## src/rtl/sysid_pkg.sv

```systemverilog
// Shared types and constants for the system ID check master and its helpers.
// Holds the FSM state encoding and the sysid slave word map.
package sysid_pkg;

  typedef enum logic [2:0] {
    IDLE,
    RD_ID,
    RD_TS,
    CHECK,
    DONE
  } state_t;

  localparam logic SYSID_WORD_ID = 1'b0;
  localparam logic SYSID_WORD_TS = 1'b1;

  // Wait counter width; large enough for the full TIMEOUT range.
  localparam int unsigned SYSID_WAIT_W = 16;

endpackage

```

## src/rtl/avm_read_timeout.sv

```systemverilog
// Wait-state counter for one Avalon-MM read: counts consecutive stalled cycles
// and pulses expire on the TIMEOUT-th stalled cycle of the same read.
module avm_read_timeout
  import sysid_pkg::*;
#(
  parameter int unsigned TIMEOUT = 255
) (
  input  logic clock,
  input  logic reset_n,
  input  logic read_active,
  input  logic waitrequest,
  output logic expire
);

  localparam logic [SYSID_WAIT_W-1:0] LAST = SYSID_WAIT_W'(TIMEOUT - 1);

  logic                    waiting;
  logic [SYSID_WAIT_W-1:0] wait_cnt;

  assign waiting = read_active && waitrequest;
  assign expire  = waiting && (wait_cnt == LAST);

  // Any accepted or dropped read returns the count to zero, so each new read
  // starts from a clean budget.
  always_ff @(posedge clock) begin
    if (!reset_n) begin
      wait_cnt <= '0;
    end else if (waiting && !expire) begin
      wait_cnt <= wait_cnt + 1'b1;
    end else begin
      wait_cnt <= '0;
    end
  end

endmodule

```

## src/rtl/sysid_check_master.sv

```systemverilog
// Avalon-MM read master that fetches the sysid ID and timestamp words, compares them
// against the expected image, retries on mismatch/timeout and reports a sticky result.
module sysid_check_master
  import sysid_pkg::*;
#(
  parameter logic [31:0] EXP_ID     = 32'h11223344,
  parameter logic [31:0] EXP_TS     = 32'h56FD1B26,
  parameter int unsigned TIMEOUT    = 255,
  parameter int unsigned RETRIES    = 3,
  parameter bit          AUTO_START = 1'b1
) (
  input  logic        clock,
  input  logic        reset_n,
  input  logic        start,
  output logic        busy,
  output logic        done,
  output logic        pass,
  output logic        id_ok,
  output logic        ts_ok,
  output logic        timed_out,
  output logic [3:0]  attempts,
  output logic [31:0] cap_id,
  output logic [31:0] cap_ts,
  output logic        avm_address,
  output logic        avm_read,
  input  logic [31:0] avm_readdata,
  input  logic        avm_waitrequest
);

  localparam logic [4:0] RETRY_LIMIT = 5'(RETRIES);

  state_t state;
  logic   auto_pend;
  logic   tmo_hit;
  logic   expire;
  logic   start_ok;
  logic   match;
  logic   retry_ok;

  avm_read_timeout #(
    .TIMEOUT(TIMEOUT)
  ) u_timeout (
    .clock       (clock),
    .reset_n     (reset_n),
    .read_active (avm_read),
    .waitrequest (avm_waitrequest),
    .expire      (expire)
  );

  assign start_ok = ((state == IDLE) && (start || auto_pend)) || ((state == DONE) && start);
  assign match    = !tmo_hit && (cap_id == EXP_ID) && (cap_ts == EXP_TS);
  // The 4-bit attempts field caps the total at 15 even when RETRIES is 15.
  assign retry_ok = ({1'b0, attempts} <= RETRY_LIMIT) && (attempts != 4'hF);

  // NOTE: every register here uses non-blocking assignment so all of them update
  // from the same pre-edge values; reset is synchronous and covers every output.
  always_ff @(posedge clock) begin
    if (!reset_n) begin
      state       <= IDLE;
      auto_pend   <= AUTO_START;
      tmo_hit     <= 1'b0;
      busy        <= 1'b0;
      done        <= 1'b0;
      pass        <= 1'b0;
      id_ok       <= 1'b0;
      ts_ok       <= 1'b0;
      timed_out   <= 1'b0;
      attempts    <= '0;
      cap_id      <= '0;
      cap_ts      <= '0;
      avm_read    <= 1'b0;
      avm_address <= SYSID_WORD_ID;
    end else begin
      done <= 1'b0;
      unique case (state)
        IDLE, DONE: begin
          if (start_ok) begin
            state       <= RD_ID;
            auto_pend   <= 1'b0;
            tmo_hit     <= 1'b0;
            busy        <= 1'b1;
            pass        <= 1'b0;
            id_ok       <= 1'b0;
            ts_ok       <= 1'b0;
            timed_out   <= 1'b0;
            attempts    <= 4'd1;
            cap_id      <= '0;
            cap_ts      <= '0;
            avm_read    <= 1'b1;
            avm_address <= SYSID_WORD_ID;
          end else if (state == DONE) begin
            state <= IDLE;
          end
        end

        RD_ID: begin
          if (expire) begin
            avm_read  <= 1'b0;
            timed_out <= 1'b1;
            tmo_hit   <= 1'b1;
            state     <= CHECK;
          end else if (!avm_waitrequest) begin
            cap_id      <= avm_readdata;
            avm_address <= SYSID_WORD_TS;
            state       <= RD_TS;
          end
        end

        RD_TS: begin
          if (expire) begin
            avm_read  <= 1'b0;
            timed_out <= 1'b1;
            tmo_hit   <= 1'b1;
            state     <= CHECK;
          end else if (!avm_waitrequest) begin
            cap_ts   <= avm_readdata;
            avm_read <= 1'b0;
            state    <= CHECK;
          end
        end

        CHECK: begin
          id_ok <= (cap_id == EXP_ID);
          ts_ok <= (cap_ts == EXP_TS);
          if (!tmo_hit) begin
            timed_out <= 1'b0;
          end
          if (match) begin
            pass  <= 1'b1;
            busy  <= 1'b0;
            done  <= 1'b1;
            state <= DONE;
          end else if (retry_ok) begin
            attempts    <= attempts + 4'd1;
            tmo_hit     <= 1'b0;
            avm_read    <= 1'b1;
            avm_address <= SYSID_WORD_ID;
            state       <= RD_ID;
          end else begin
            pass  <= 1'b0;
            busy  <= 1'b0;
            done  <= 1'b1;
            state <= DONE;
          end
        end

        default: state <= IDLE;
      endcase
    end
  end

endmodule
```

## config.mk

```make
export PLATFORM = sky130hd
export DESIGN_NAME = sysid_check_master
export DESIGN_NICKNAME = d
export VERILOG_FILES = /design/src/rtl/sysid_pkg.sv /design/src/rtl/avm_read_timeout.sv /design/src/rtl/sysid_check_master.sv
export SDC_FILE = /design/constraint.sdc
export NUM_CORES = 1
export LEC_CHECK = 0
export BUFFER_PORTS_ARGS = -buffer_cell sky130_fd_sc_hd__buf_2
export CELL_PAD_IN_SITES_DETAIL_PLACEMENT = 1
export CELL_PAD_IN_SITES_GLOBAL_PLACEMENT = 1
export CORE_ASPECT_RATIO = 0.75
export CORE_MARGIN = 2
export CORE_UTILIZATION = 42
export CTS_CLUSTER_DIAMETER = 30
export DETAILED_ROUTE_END_ITERATION = 10
export HOLD_SLACK_MARGIN = 0.08
export PLACE_DENSITY = 0.9
export SYNTH_ARGS = -nofsm -noshare
export SYNTH_HDL_FRONTEND = slang
export SYNTH_SLANG_ARGS = --single-unit
```

## constraint.sdc

```tcl
create_clock -name clock -period 4 [get_ports clock]
set_clock_uncertainty 0.05 [all_clocks]
set_input_delay 0.2 -clock clock [delete_from_list [all_inputs] [get_ports clock]]
set_output_delay 0.2 -clock clock [all_outputs]
set_load 0.05 [all_outputs]
```

[Yosys cells after proc, flatten, opt, wreduce, memory -nomap -nowiden]
Cells that the tools add are included.
Word-level totals
  flip-flop bits (word level): 97
  logic and storage cells: 118
  input bits: 36
  output and inout bits: 76
Cells by class
  mux-type cells: 44
  add/subtract/negate cells: 2
  eq/ne operators: 22
  $lt $le $gt $ge: 1
  reduce and logical (&&, ||, !) cells: 34
Operators by type and width (number)
  $pmux 32 s2: 2
  $mux 32: 3
  $eq 32x29->1 const B: 1
  $eq 32x31->1 const B: 1
  $mux 3: 8
  $mux 1: 18
  $add 16x1->16 const B: 1
  $eq 16x8->1 const B: 1
  $ne 2x2->1 const B: 8
  $reduce_and 4->1: 4
  $mux 4: 3
  $pmux 3 s4: 1
  $reduce_and 6->1: 2
  $pmux 1 s3: 3
  $logic_and 1x1->1: 8
  $pmux 1 s2: 4
  $pmux 4 s2: 1
  $reduce_and 2->1: 4
  $eq 3x2->1 const B: 2
  $ne 3x2->1 const B: 2
  $ne 3x3->1 const B: 2
  $reduce_and 3->1: 2
  $reduce_bool 2->1: 3
  $reduce_bool 3->1: 2
  other kinds (13): 17

[Logic depth before layout (Yosys ltp)]
  depth after elaboration: 5
  gate-level depth with buffers: 9

[Hierarchy]
A second synthesis with hierarchy kept.
Unflattened totals
  cell total of the unflattened synthesis: 494
  area total of the unflattened synthesis: 4086.4 um2
Modules (own cells, without submodules)
  sysid_check_master: cells an instance 412, area each 3355.7 um2, instances 1, seq. area each 1621.6 um2
  avm_read_timeout: cells an instance 82, area each 730.7 um2, instances 1, seq. area each 320.3 um2

[Worst setup path after synthesis]
Ideal clock, no wire load.
  path kind: register -> register
  from: register cap_ts[28]
  to: register avm_read
  cell stages (with the launch flop): 7
  path slack: 1870 ps
  path buffers: 0
  arrival: 2013 ps
  data required time: 3883 ps
  cell sequence: dfxtp_1 > and4b_1 > nand4_2 > nor4_4 > a31oi_1 > or3_1 > a21oi_2
Between the ends
  longest elaborated chain between the ends: 4
Ends and longest elaborated chain
  start: declaration: line sysid_check_master.sv:23  | output logic [31:0] cap_ts,
  start signal: assignment: line sysid_check_master.sv:116  | cap_ts <= avm_readdata;
  $eq 32x31->1: line sysid_check_master.sv:51  | assign match = !tmo_hit && (cap_id == EXP_ID) && (cap_ts == EXP_TS);
  $logic_and 1x1->1: line sysid_check_master.sv:51
  $ne 2x2->1 (no source line)
  $reduce_and 6->1 (no source line)
  end signal: assignment: line sysid_check_master.sv:71  | avm_read <= 1'b0;
  end signal: assignment: line sysid_check_master.sv:89  | avm_read <= 1'b1;
  end signal: assignment: line sysid_check_master.sv:98  | avm_read <= 1'b0;
  end: declaration: line sysid_check_master.sv:25  | output logic avm_read,
No other way between the ends.
A chain may end at the register's enable or synchronous reset.

[Worst setup path after layout]
  from: register state[1]
  to: register cap_ts[21]
Between the ends
  longest elaborated chain between the ends: 5
  elaborated cells on any way between the ends: 13
  classes of those cells: eq/ne (5); mux (1); reduce/logical (7)
Ends and longest elaborated chain
  start: declaration: line sysid_check_master.sv:32  | state_t state;
  start signal: assignment: line sysid_check_master.sv:59  | state <= IDLE;
  start signal: assignment: line sysid_check_master.sv:78  | state <= RD_ID;
  start signal: assignment: line sysid_check_master.sv:92  | state <= IDLE;
  $eq 3x3->1 or $logic_not 3->1 (tied branches): line sysid_check_master.sv:50, sysid_check_master.sv:75
  $logic_and 1x1->1: line sysid_check_master.sv:50  | assign start_ok = ((state == IDLE) && (start || auto_pend)) || ((state == DONE) && start);
  $logic_or 1x1->1: line sysid_check_master.sv:50
  $ne 2x2->1 (no source line)
  $reduce_and 4->1 (no source line)
Parallel ways exist; a longest one is shown, timed or not.

==> out/results.ini <==
[detailed_routing]
met2_length_microns=6360
wl_per_cell_microns=18.8
drt_iter0_markers=238
viasPerCell=5.57
wl_microns=13200
first_pass_iters=4
dr.max_layer_used=met4
drcViolationCount=0
antenna_left=0
wl_met1_microns=5710
wl_met3_microns=798
vias=3896

[synthesis]
yosysWarnings=0
yosys_most_used_dff=dfxtp_1
async_flop_share=0
synthCells=461
syn-mean-instance-area_sq_um=9.03
ys_seq_elements=97
syn-num-nets=500
yosysSeqAreaShare=0.466
syn_area_sq_mm=0.00416
synth_edf_count=0
ys_types=53

[floorplanning]
die_h_microns=90.2
coreArea_sq_mm=0.00966
ios=112
num_rows=31
start_util=0.431
die_w_microns=119
die_area_sq_mm=0.0107

[placement]
dp_cells=679
dpl.hpwl_microns=9340
portBuffers=111
gp_congestion=0.817

[layout]
final_nets=600
fill_cells=1181
fin_cells=699
syn2layout_area_growth_pct=22.8
drive_gt1_frac=0.251

[worst_setup_path]
rr_worst_depth=5
path_class=reg -> reg
endpoint_kind=flip-flop
cp-start-kind=flip-flop
arrival_ps=2750
required_ps=4210
crit_path_max_fanout=24

[flow_run]
cap_violations=0

[sta]
finalHoldViolCount=0
setup_violations=0
maxSlewHeadroom=0.255
rsz0062_at_grt=no
setup_tns_ps=0
max_freq_mhz=393
period_share=0.636
slew_viol_final=0
fin_crit_ps=2540
tightest_slew_ps=1120

[min_path]
whs_path_depth=3
hp-class=in -> reg

[global_route]
grt_use_total=0.248
globalRoute.totalOverflow=0
grt_pass1_wl_microns=21200
grt_pass1_vias=3881
antenna_found_initial=1
grt_max_degree=81

[power]
p_per_area_mw_per_mm2=478
ir_drop_mv=0.231
leakage_nw=2.08

[cts]
cts_tree=built
clock-sinks=97
clk_latency_ps=340
htreeDepth=3
cts_buffer_depth=2
path_clk_slew_ps=60
cts-resized-gates=0
root_buffer=clkbuf_16
cts_inserted_buffers=9

[status]
status=finished, final reports clean

worst max-delay path: stages (launching register included):
cell      delay [ps]
dfxtp_1          660
nand2_1          200
o21ai_2          870
buf_4            320
nand3_1          130
a21boi_0         220
what timing repair did:
| item | CTS | global route |
|---|---|---|
| hold buffers | 3 | 0 |
| buffers inserted | 0 | 0 |
| hold endpoints to repair | 3 | 0 |
cell usage in the layout, fill, tap and decap left out, drive strengths merged, types with 2 or more instances in the layout:
cell type	n
and4	2
a21o	2
nand2	56
nand4	9
and2	3
xor2	14
and4bb	3
nor4b	5
and3	4
nor4	4
a22oi	33
buf	116
a31oi	5
and4b	3
ha	3
nand3	42
nor4bb	2
nor3	4
nor2b	36
nand2b	6
a21oi	6
nor2	27
dlygate4sd3	3
dfxtp	97
inv	4
clkbuf	14
o21ai	7
a21boi	38
or3	2
metrics by stage:
stage / setup WS [ps] / cell area (sq um) / util / hold WS, ps / total power, mW
after global routing: 1280 / 5110 / 0.529 / 84.6 / 2.55
after global placement: 1770 / 4800 / 0.497 / 404 / 1.62
after detailed placement: 1540 / 4800 / 0.497 / 414 / 1.64
after CTS: 1500 / 5110 / 0.529 / 84.1 / 2.46
final: 1460 / 5110 / 0.529 / 91.5 / 2.45
after floorplan: 1870 / 4160 / - / 301 / 1.48
cell usage after synthesis (all sizes together), types with 2 or more instances:
| cell type | count | share of area |
|---|---|---|
| dfxtp | 97 | 0.47 |
| nand2 | 56 | 0.050 |
| nand3 | 42 | 0.050 |
| a21boi | 38 | 0.069 |
| nor2b | 36 | 0.056 |
| a22oi | 33 | 0.060 |
| nor2 | 27 | 0.024 |
| clkbuf | 20 | 0.018 |
| xor2 | 14 | 0.029 |
| buf | 10 | 0.013 |
| nand4 | 9 | 0.015 |
| o21ai | 7 | 0.0093 |
| a21oi | 6 | 0.0081 |
| nand2b | 6 | 0.0090 |
| a31oi | 5 | 0.0075 |
| nor4b | 5 | 0.011 |
| and3 | 4 | 0.0060 |
| inv | 4 | 0.0036 |
| nor3 | 4 | 0.0048 |
| nor4 | 4 | 0.011 |
| and2 | 3 | 0.0045 |
| and4b | 3 | 0.0072 |
| and4bb | 3 | 0.0090 |
| ha | 3 | 0.0090 |
| a21o | 2 | 0.0036 |
| and4 | 2 | 0.0042 |
| nor4bb | 2 | 0.0048 |
| or3 | 2 | 0.0030 |
state kept, by name, summed over array words and instances (netlist names):
name / flops
avm_address: 1
attempts: 4
state: 3
timed_out: 1
u_timeout.wait_cnt: 16
id_ok: 1
cap_id: 32
busy: 1
cap_ts: 32
ts_ok: 1
pass: 1
auto_pend: 1
avm_read: 1
done: 1
tmo_hit: 1
power breakdown:
group	switching (mW)	internal, mW	leakage [nW]
sequential	0.0555	1.01	0.785
combinational	0.408	0.155	1.16
clock	0.358	0.456	0.133
routing by layer:
layer | up-vias | track usage
met5 | - | 0
met4 | 0 | 0.0794
met3 | 19 | 0.0584
met2 | 132 | 0.401
met1 | 1915 | 0.327
li1 | 1830 | -
cell families (layout without fill, tap and decap cells):
group                    Yosys count  in the layout  share of synthesized area
flip-flops                        97             97                      0.466
other                              0              1                          0
buffers and inverters             34            139                     0.0349
AND/OR/NAND/NOR                  213            213                      0.281
AO/OA/AOI/OAI                     99             99                      0.177
adder cells (fa/ha/maj)            3              3                    0.00902
XOR/XNOR                          15             15                     0.0316
cell type report:
| type | instances | area (sq um) | area share |
|---|---|---|---|
| timing repair buffer | 119 | 623 | 0.122 |
| clock inverter | 2 | 12.5 | 0.00245 |
| clock buffer | 14 | 264 | 0.0516 |
| multi-input combinational | 330 | 2090 | 0.409 |
| inverter | 4 | 15.0 | 0.00294 |
| antenna | 1 | 2.50 | 0.000489 |
| sequential | 97 | 1940 | 0.380 |
| tap | 132 | 165 | 0.0323 |
worst paths after layout:
check	startpoint	to	slack [ps]
worst max-delay path	state[1]$_SDFFE_PN0P_	cap_ts[21]$_SDFFE_PN0P_	1460
worst min-delay path	avm_readdata[16]	cap_ts[16]$_SDFFE_PN0P_	90
worst max register to register	state[1]$_SDFFE_PN0P_	cap_ts[21]$_SDFFE_PN0P_	1460
worst min register to register	cap_ts[31]$_SDFFE_PN0P_	cap_ts[31]$_SDFFE_PN0P_	430
Power figures use the tool's default switching activity.
